<file path="src/rtl/timestamp_counter_ctrl_if.sv">
// Host command channel into the timestamp counter sequencer: valid/ready
// handshake carrying an opcode and a 64-bit offset payload.
interface timestamp_counter_ctrl_if;
   localparam int unsigned OP_W   = 2;
   localparam int unsigned DATA_W = 64;

   logic              cmd_valid;
   logic              cmd_ready;
   logic [OP_W-1:0]   cmd_op;
   logic [DATA_W-1:0] cmd_data;

   modport master (output cmd_valid, output cmd_op, output cmd_data, input  cmd_ready);
   modport slave  (input  cmd_valid, input  cmd_op, input  cmd_data, output cmd_ready);
endinterface

</file>
<file path="src/rtl/timestamp_counter_ctrl.sv">
// Command sequencer for the 64-bit timestamp counter: RUN/STOP/LOAD/ARM with
// a trigger synchronizer and a post-LOAD hold for the counter's input syncs.
module timestamp_counter_ctrl #(
   parameter int unsigned LOAD_HOLD = 4
) (
   input  logic                          clk,
   input  logic                          reset,
   timestamp_counter_ctrl_if.slave       cmd,
   input  logic                          trig_in,
   output logic                          start,
   output logic                          offset_en,
   output logic [63:0]                   counter_offset,
   output logic [1:0]                    state,
   output logic                          cmd_err
);

   localparam int unsigned HOLD_W = 4;
   localparam int unsigned DATA_W = 64;

   localparam logic [1:0] OP_STOP = 2'd0;
   localparam logic [1:0] OP_RUN  = 2'd1;
   localparam logic [1:0] OP_LOAD = 2'd2;
   localparam logic [1:0] OP_ARM  = 2'd3;

   typedef enum logic [1:0] {
      ST_IDLE    = 2'd0,
      ST_RUNNING = 2'd1,
      ST_LOADING = 2'd2,
      ST_ARMED   = 2'd3
   } state_e;

   state_e              state_q, state_d;
   logic [HOLD_W-1:0]   hold_q, hold_d;
   logic                start_d;
   logic                offset_en_d;
   logic [DATA_W-1:0]   offset_d;
   logic                err_d;

   logic                trig_meta, trig_sync, trig_prev;
   logic                trig_rise;
   logic                accept;
   logic                sw_fire;

   assign cmd.cmd_ready = (state_q != ST_LOADING);
   assign accept        = cmd.cmd_valid & cmd.cmd_ready;
   assign trig_rise     = trig_sync & ~trig_prev;
   assign sw_fire       = accept & (cmd.cmd_op == OP_RUN);
   assign state         = state_q;

   // Next-state and registered-output values.
   always_comb begin
      state_d     = state_q;
      hold_d      = hold_q;
      start_d     = start;
      offset_en_d = 1'b0;
      offset_d    = counter_offset;
      err_d       = 1'b0;

      unique case (state_q)
         ST_IDLE, ST_RUNNING: begin
            if (accept) begin
               unique case (cmd.cmd_op)
                  OP_STOP: begin
                     start_d = 1'b0;
                     state_d = ST_IDLE;
                  end
                  OP_RUN: begin
                     start_d = 1'b1;
                     state_d = ST_RUNNING;
                  end
                  OP_LOAD: begin
                     offset_d    = cmd.cmd_data;
                     offset_en_d = 1'b1;
                     hold_d      = HOLD_W'(LOAD_HOLD - 1);
                     state_d     = ST_LOADING;
                  end
                  default: begin
                     offset_d = cmd.cmd_data;
                     start_d  = 1'b0;
                     state_d  = ST_ARMED;
                  end
               endcase
            end
         end
         ST_LOADING: begin
            // Hold off the host until the counter has seen the load pulse.
            if (hold_q == '0) begin
               state_d = start ? ST_RUNNING : ST_IDLE;
            end else begin
               hold_d = hold_q - HOLD_W'(1);
            end
         end
         ST_ARMED: begin
            // STOP cancels the arm even if a trigger edge arrives together.
            if (accept && (cmd.cmd_op == OP_STOP)) begin
               state_d = ST_IDLE;
            end else begin
               if (trig_rise || sw_fire) begin
                  offset_en_d = 1'b1;
                  start_d     = 1'b1;
                  state_d     = ST_RUNNING;
               end
               if (accept && ((cmd.cmd_op == OP_LOAD) || (cmd.cmd_op == OP_ARM))) begin
                  err_d = 1'b1;
               end
            end
         end
         default: state_d = ST_IDLE;
      endcase
   end

   // State and output registers, trigger synchronizer and edge history.
   always_ff @(posedge clk) begin
      if (reset) begin
         state_q        <= ST_IDLE;
         hold_q         <= '0;
         start          <= 1'b0;
         offset_en      <= 1'b0;
         counter_offset <= '0;
         cmd_err        <= 1'b0;
         trig_meta      <= 1'b0;
         trig_sync      <= 1'b0;
         trig_prev      <= 1'b0;
      end else begin
         state_q        <= state_d;
         hold_q         <= hold_d;
         start          <= start_d;
         offset_en      <= offset_en_d;
         counter_offset <= offset_d;
         cmd_err        <= err_d;
         trig_meta      <= trig_in;
         trig_sync      <= trig_meta;
         trig_prev      <= trig_sync;
      end
   end

endmodule

</file>
<file path="src/flat_wrapper.sv">
// flat-port wrapper written by rule: the top's interface ports become plain ports
module timestamp_counter_ctrl_flat 
#(
   parameter int unsigned LOAD_HOLD = 4
)
  (clk, reset, trig_in, start, offset_en, counter_offset, state, cmd_err, cmd_cmd_valid, cmd_cmd_op, cmd_cmd_data, cmd_cmd_ready);
  timestamp_counter_ctrl_if cmd_i ();
  input  logic clk;
  input  logic reset;
  input  logic trig_in;
  output logic start;
  output logic offset_en;
  output logic [63:0] counter_offset;
  output logic [1:0] state;
  output logic cmd_err;
  input wire logic [$bits(cmd_i.cmd_valid)-1:0] cmd_cmd_valid;
  input wire logic [$bits(cmd_i.cmd_op)-1:0] cmd_cmd_op;
  input wire logic [$bits(cmd_i.cmd_data)-1:0] cmd_cmd_data;
  output wire logic [$bits(cmd_i.cmd_ready)-1:0] cmd_cmd_ready;
  assign cmd_i.cmd_valid = cmd_cmd_valid;
  assign cmd_i.cmd_op = cmd_cmd_op;
  assign cmd_i.cmd_data = cmd_cmd_data;
  assign cmd_cmd_ready = cmd_i.cmd_ready;
  timestamp_counter_ctrl #(.LOAD_HOLD(LOAD_HOLD)) u_core (.clk(clk), .reset(reset), .cmd(cmd_i), .trig_in(trig_in), .start(start), .offset_en(offset_en), .counter_offset(counter_offset), .state(state), .cmd_err(cmd_err));
endmodule
</file>
<file path="config.mk">
export PLATFORM = sky130hd
export DESIGN_NAME = timestamp_counter_ctrl_flat
export DESIGN_NICKNAME = d
export VERILOG_FILES = /design/src/rtl/timestamp_counter_ctrl_if.sv /design/src/rtl/timestamp_counter_ctrl.sv /design/src/flat_wrapper.sv
export SDC_FILE = /design/constraint.sdc
export NUM_CORES = 1
export LEC_CHECK = 0
export CAP_MARGIN = 15
export CORE_MARGIN = 5
export CORE_UTILIZATION = 36
export DETAILED_ROUTE_END_ITERATION = 16
export MAX_ROUTING_LAYER = met4
export PLACE_DENSITY = 0.82
export SYNTH_ARGS = -nofsm -noshare
export SYNTH_HDL_FRONTEND = slang
export SYNTH_SLANG_ARGS = --single-unit
</file>
<file path="constraint.sdc">
create_clock -name clk -period 1.4 [get_ports clk]
set_input_delay 0.28 -clock clk [delete_from_list [all_inputs] [get_ports clk]]
set_output_delay 0.28 -clock clk [all_outputs]
set_load 0.05 [all_outputs]
</file>
==> run metrics <==
status complete, but fails checks; failing checks negative setup slack; Placed Area slightly above 5000 um^2; Fmax achieved between 600 and 700 MHz; PortBufs around 140; Ports 140; final design area excluding fillers ~6000 um^2; Nets between 500 and 600; RSZ-0062 raised after global routing yes; post-synthesis adder-cell area fraction less than 1%; Max VDD drop 0.000657 V; first-pass GRT wire length 13700 um; Synth Instances between 300 and 400; Yosys reg bits 76; post-synthesis mux area share 0%; H-tree level count 3; # DRC 0; final setup fails 69; Die Y-Extent between 90 and 100 um; Antenna Violating Nets Remaining 0; Synth Net Count 417; post-synthesis cell area about 2800 um^2; Sequential Power Share between 40 and 50%; largest net degree at the start of global routing 45; CP cell instances buf_6 -> and2b_4 -> buf_4 -> and2_4 -> clkbuf_16 -> nand2_1 -> a21oi_1; Rows 32; Max FO, Critical Path 7; Num CTS Buffers 9; Post-DP HPWL approximately 6400 um; Most Used Layer, Global Route met2; Sink Count 76; Core Area between 7000 and 8000 um^2; GR met3 Demand/Resource about 4.0%; Simple-Gate Fraction of Synth Area around 23%; worst-skew pair later-pin latency ~0.34 ns; CP delay by family, top simple AND/OR/NAND/NOR gates; Remaining Overflow, GRT 0; power per cell area 933 nW/um^2; utilization after layout 77.2%; vias roughly 3.0k; clock network power share about a quarter; CTS tree built; hold_ws approximately 0.43 ns; drt initial violations approximately 100; Die Wd around 99 um; CP required approximately 1.7 ns; Tightest Pin Transition about 0.44 ns; Period minus WS final ~1.5 ns; WP data arrival around 1.8 ns; crit path kind reg -> reg; top cells by area, synth dfxtp_1 54%, nand2_1 17%, a21oi_1 12%; Vias/cell 4.93; Final Max Slew Viols 0; detailed-route wire length per cell 17.2 um; met2 Use GR around a third; Worst path max stage delay around 0.36 ns; clock-pin slew on the worst setup and hold paths around 0.080 ns; Synth cell types 32; drt pass-1 iters 7; final hold vios 0; CP bufs+invs 3; max_cap viols 0; largest family of logic cells by synthesized area simple AND/OR/NAND/NOR gates; Worst Setup End Kind flip-flop; diode count 0; Setup WS post-layout -0.107 ns; sw frac 31.2%; Die Footprint around 10000 um^2; combinational share of power between 30% and 40%; GR Layer Usage met1 a little under 20%; area growth from synthesis to final layout 110%; sequential element share of the synthesized area between 50 and 60%; Final Wtd Congestion 0.881; YS warnings 0; NetSw ~1.7 mW; average cell area after synthesis between 8 and 9 um^2; relative slew slack a little over two thirds; Final Skew between 0.01 and 0.015 ns; top-area cell type share of the netlist area approximately 54%; CTS root buf clkbuf_8; critical path's slowest cell dfxtp_4; gr usage total approximately 18%; share of cells above drive strength 1 43.9%; hold crit path type in -> reg; Clock Path Buffers 2; hold_buf cts 0; cell taking the most area after synthesis dfxtp_1; vias in the first global route about 2.9k; Pint 3.81 mW; Pleak roughly 2.3 nW; WL final between 10000 and 15000 um; XOR/XNOR Fraction of Synth Area less than 1%; period utilization 108%; Synth Area in Compound Gates 15.7%; Initial Utilization a little under two fifths; startpoint types flip-flop; initial antenna violation count 0
-- synth_stat cells (all sizes together) --
cell type,count
inv,5
buf,14
xor2,2
a2111oi,1
a21bo,1
nand3,3
or3b,1
a311oi,1
and2,2
a211oi,2
nor3,3
o21bai,1
nand2b,2
o21ai,3
clkbuf,9
dfxtp,76
and2b,1
a31oi,1
xnor2,1
a21oi,66
o21a,2
a22oi,1
ha,2
nand4bb,1
nor2,5
nor2b,7
nand2,132
-- layer usage --
layer | share of wire [%] | wire length [um]
met1 | 38 | 4000
met2 | 54 | 5630
met3 | 4.9 | 510
met4 | 3.3 | 341
met5 | 0 | 0
-- power groups by stage --
stage          combinational, mW  sequential, mW  clock [mW]
2_1_floorplan              0.336            2.73           0
3_3_place_gp                1.38            2.43           0
6_report                    1.71            2.39        1.44
3_5_place_dp                1.42            2.44           0
5_1_grt                     1.78            2.41        1.58
4_1_cts                     1.46            2.39        1.47
-- placed cells by master (no fill, tap or decap), types with 5 or more instances in the layout --
cell / netlist / routed
nand2_1: 131 / 94
buf_12: 0 / 74
dfxtp_1: 76 / 72
clkdlybuf4s50_1: 0 / 67
a21oi_2: 0 / 45
a21oi_1: 66 / 21
nand2_4: 0 / 19
nand2_2: 1 / 19
buf_4: 1 / 15
clkbuf_8: 0 / 10
nor2b_1: 7 / 6
buf_6: 6 / 6
clkbuf_16: 0 / 5
-- per-stage QoR --
| stage | total power [mW] | cells | setup TNS, ns | setup WS (ns) |
|---|---|---|---|---|
| after floorplan | 3.06 | 345 | -0.259 | -0.109 |
| after global placement | 3.82 | 580 | -14.25 | -0.254 |
| after detailed placement | 3.86 | 580 | -18.62 | -0.404 |
| after CTS | 5.32 | 597 | -0.325 | -0.0643 |
| after global routing | 5.77 | 610 | -7.52 | -0.174 |
| final | 5.54 | 610 | -4.01 | -0.107 |
-- path summary, 6_finish.rpt --
kind / startpoint / endpoint / slack (ns) / cells after the start
worst max-delay path: u_core.state[1]$_SDFFE_PP0P_ / u_core.counter_offset[51]$_SDFFE_PP0P_ / -0.11 / 7
worst min register to register: u_core.trig_meta$_SDFF_PP0_ / u_core.trig_sync$_SDFF_PP0_ / 0.45 / 1
worst max register to register: u_core.state[1]$_SDFFE_PP0P_ / u_core.counter_offset[51]$_SDFFE_PP0P_ / -0.11 / 7
worst min-delay path: reset / u_core.counter_offset[34]$_SDFFE_PP0P_ / 0.43 / 3
-- repair_timing --
| item | 4_1_cts | 5_1_grt |
|---|---|---|
| resized for setup | 17 | 112 |
| setup buffers | 2 | 3 |
| endpoints found under the setup margin | 6 | 68 |
| hold endpoints to repair | 0 | 0 |
| cloned | 0 | 10 |
| pin swaps | 7 | 48 |
-- sequential cells by signal (all words and copies together) (netlist names) --
signal and cells:
u_core.state 2, u_core.trig_sync 1, u_core.trig_meta 1, u_core.hold_q 4, u_core.cmd_err 1, u_core.trig_prev 1
u_core.start 1, u_core.counter_offset 64, u_core.offset_en 1
-- tightest hold or removal path, stage by stage --
cell	delay, ns
buf_2	0.13
buf_12	0.19
a21oi_2	0.12
-- cells by family (layout without fill, tap and decap cells) --
group                      Yosys count  in the layout
and+or+nand+nor                    157            158
buffers and inverters               28            190
adders and majority gates            2              2
AOI/OAI and AO/OA                   79             79
xor gates and xnor gates             3              3
DFF                                 76             76
-- final cells by class --
type	instances	area [um^2]
inverters	5	22.5
clock buffers	12	145
multi-input cells	242	1610
clock inverters	3	15.0
flip-flops and latches	76	1530
well taps	102	128
repair buffers	170	2490
fillers	475	1750
No activity file was read; power rests on OpenSTA's default activity.
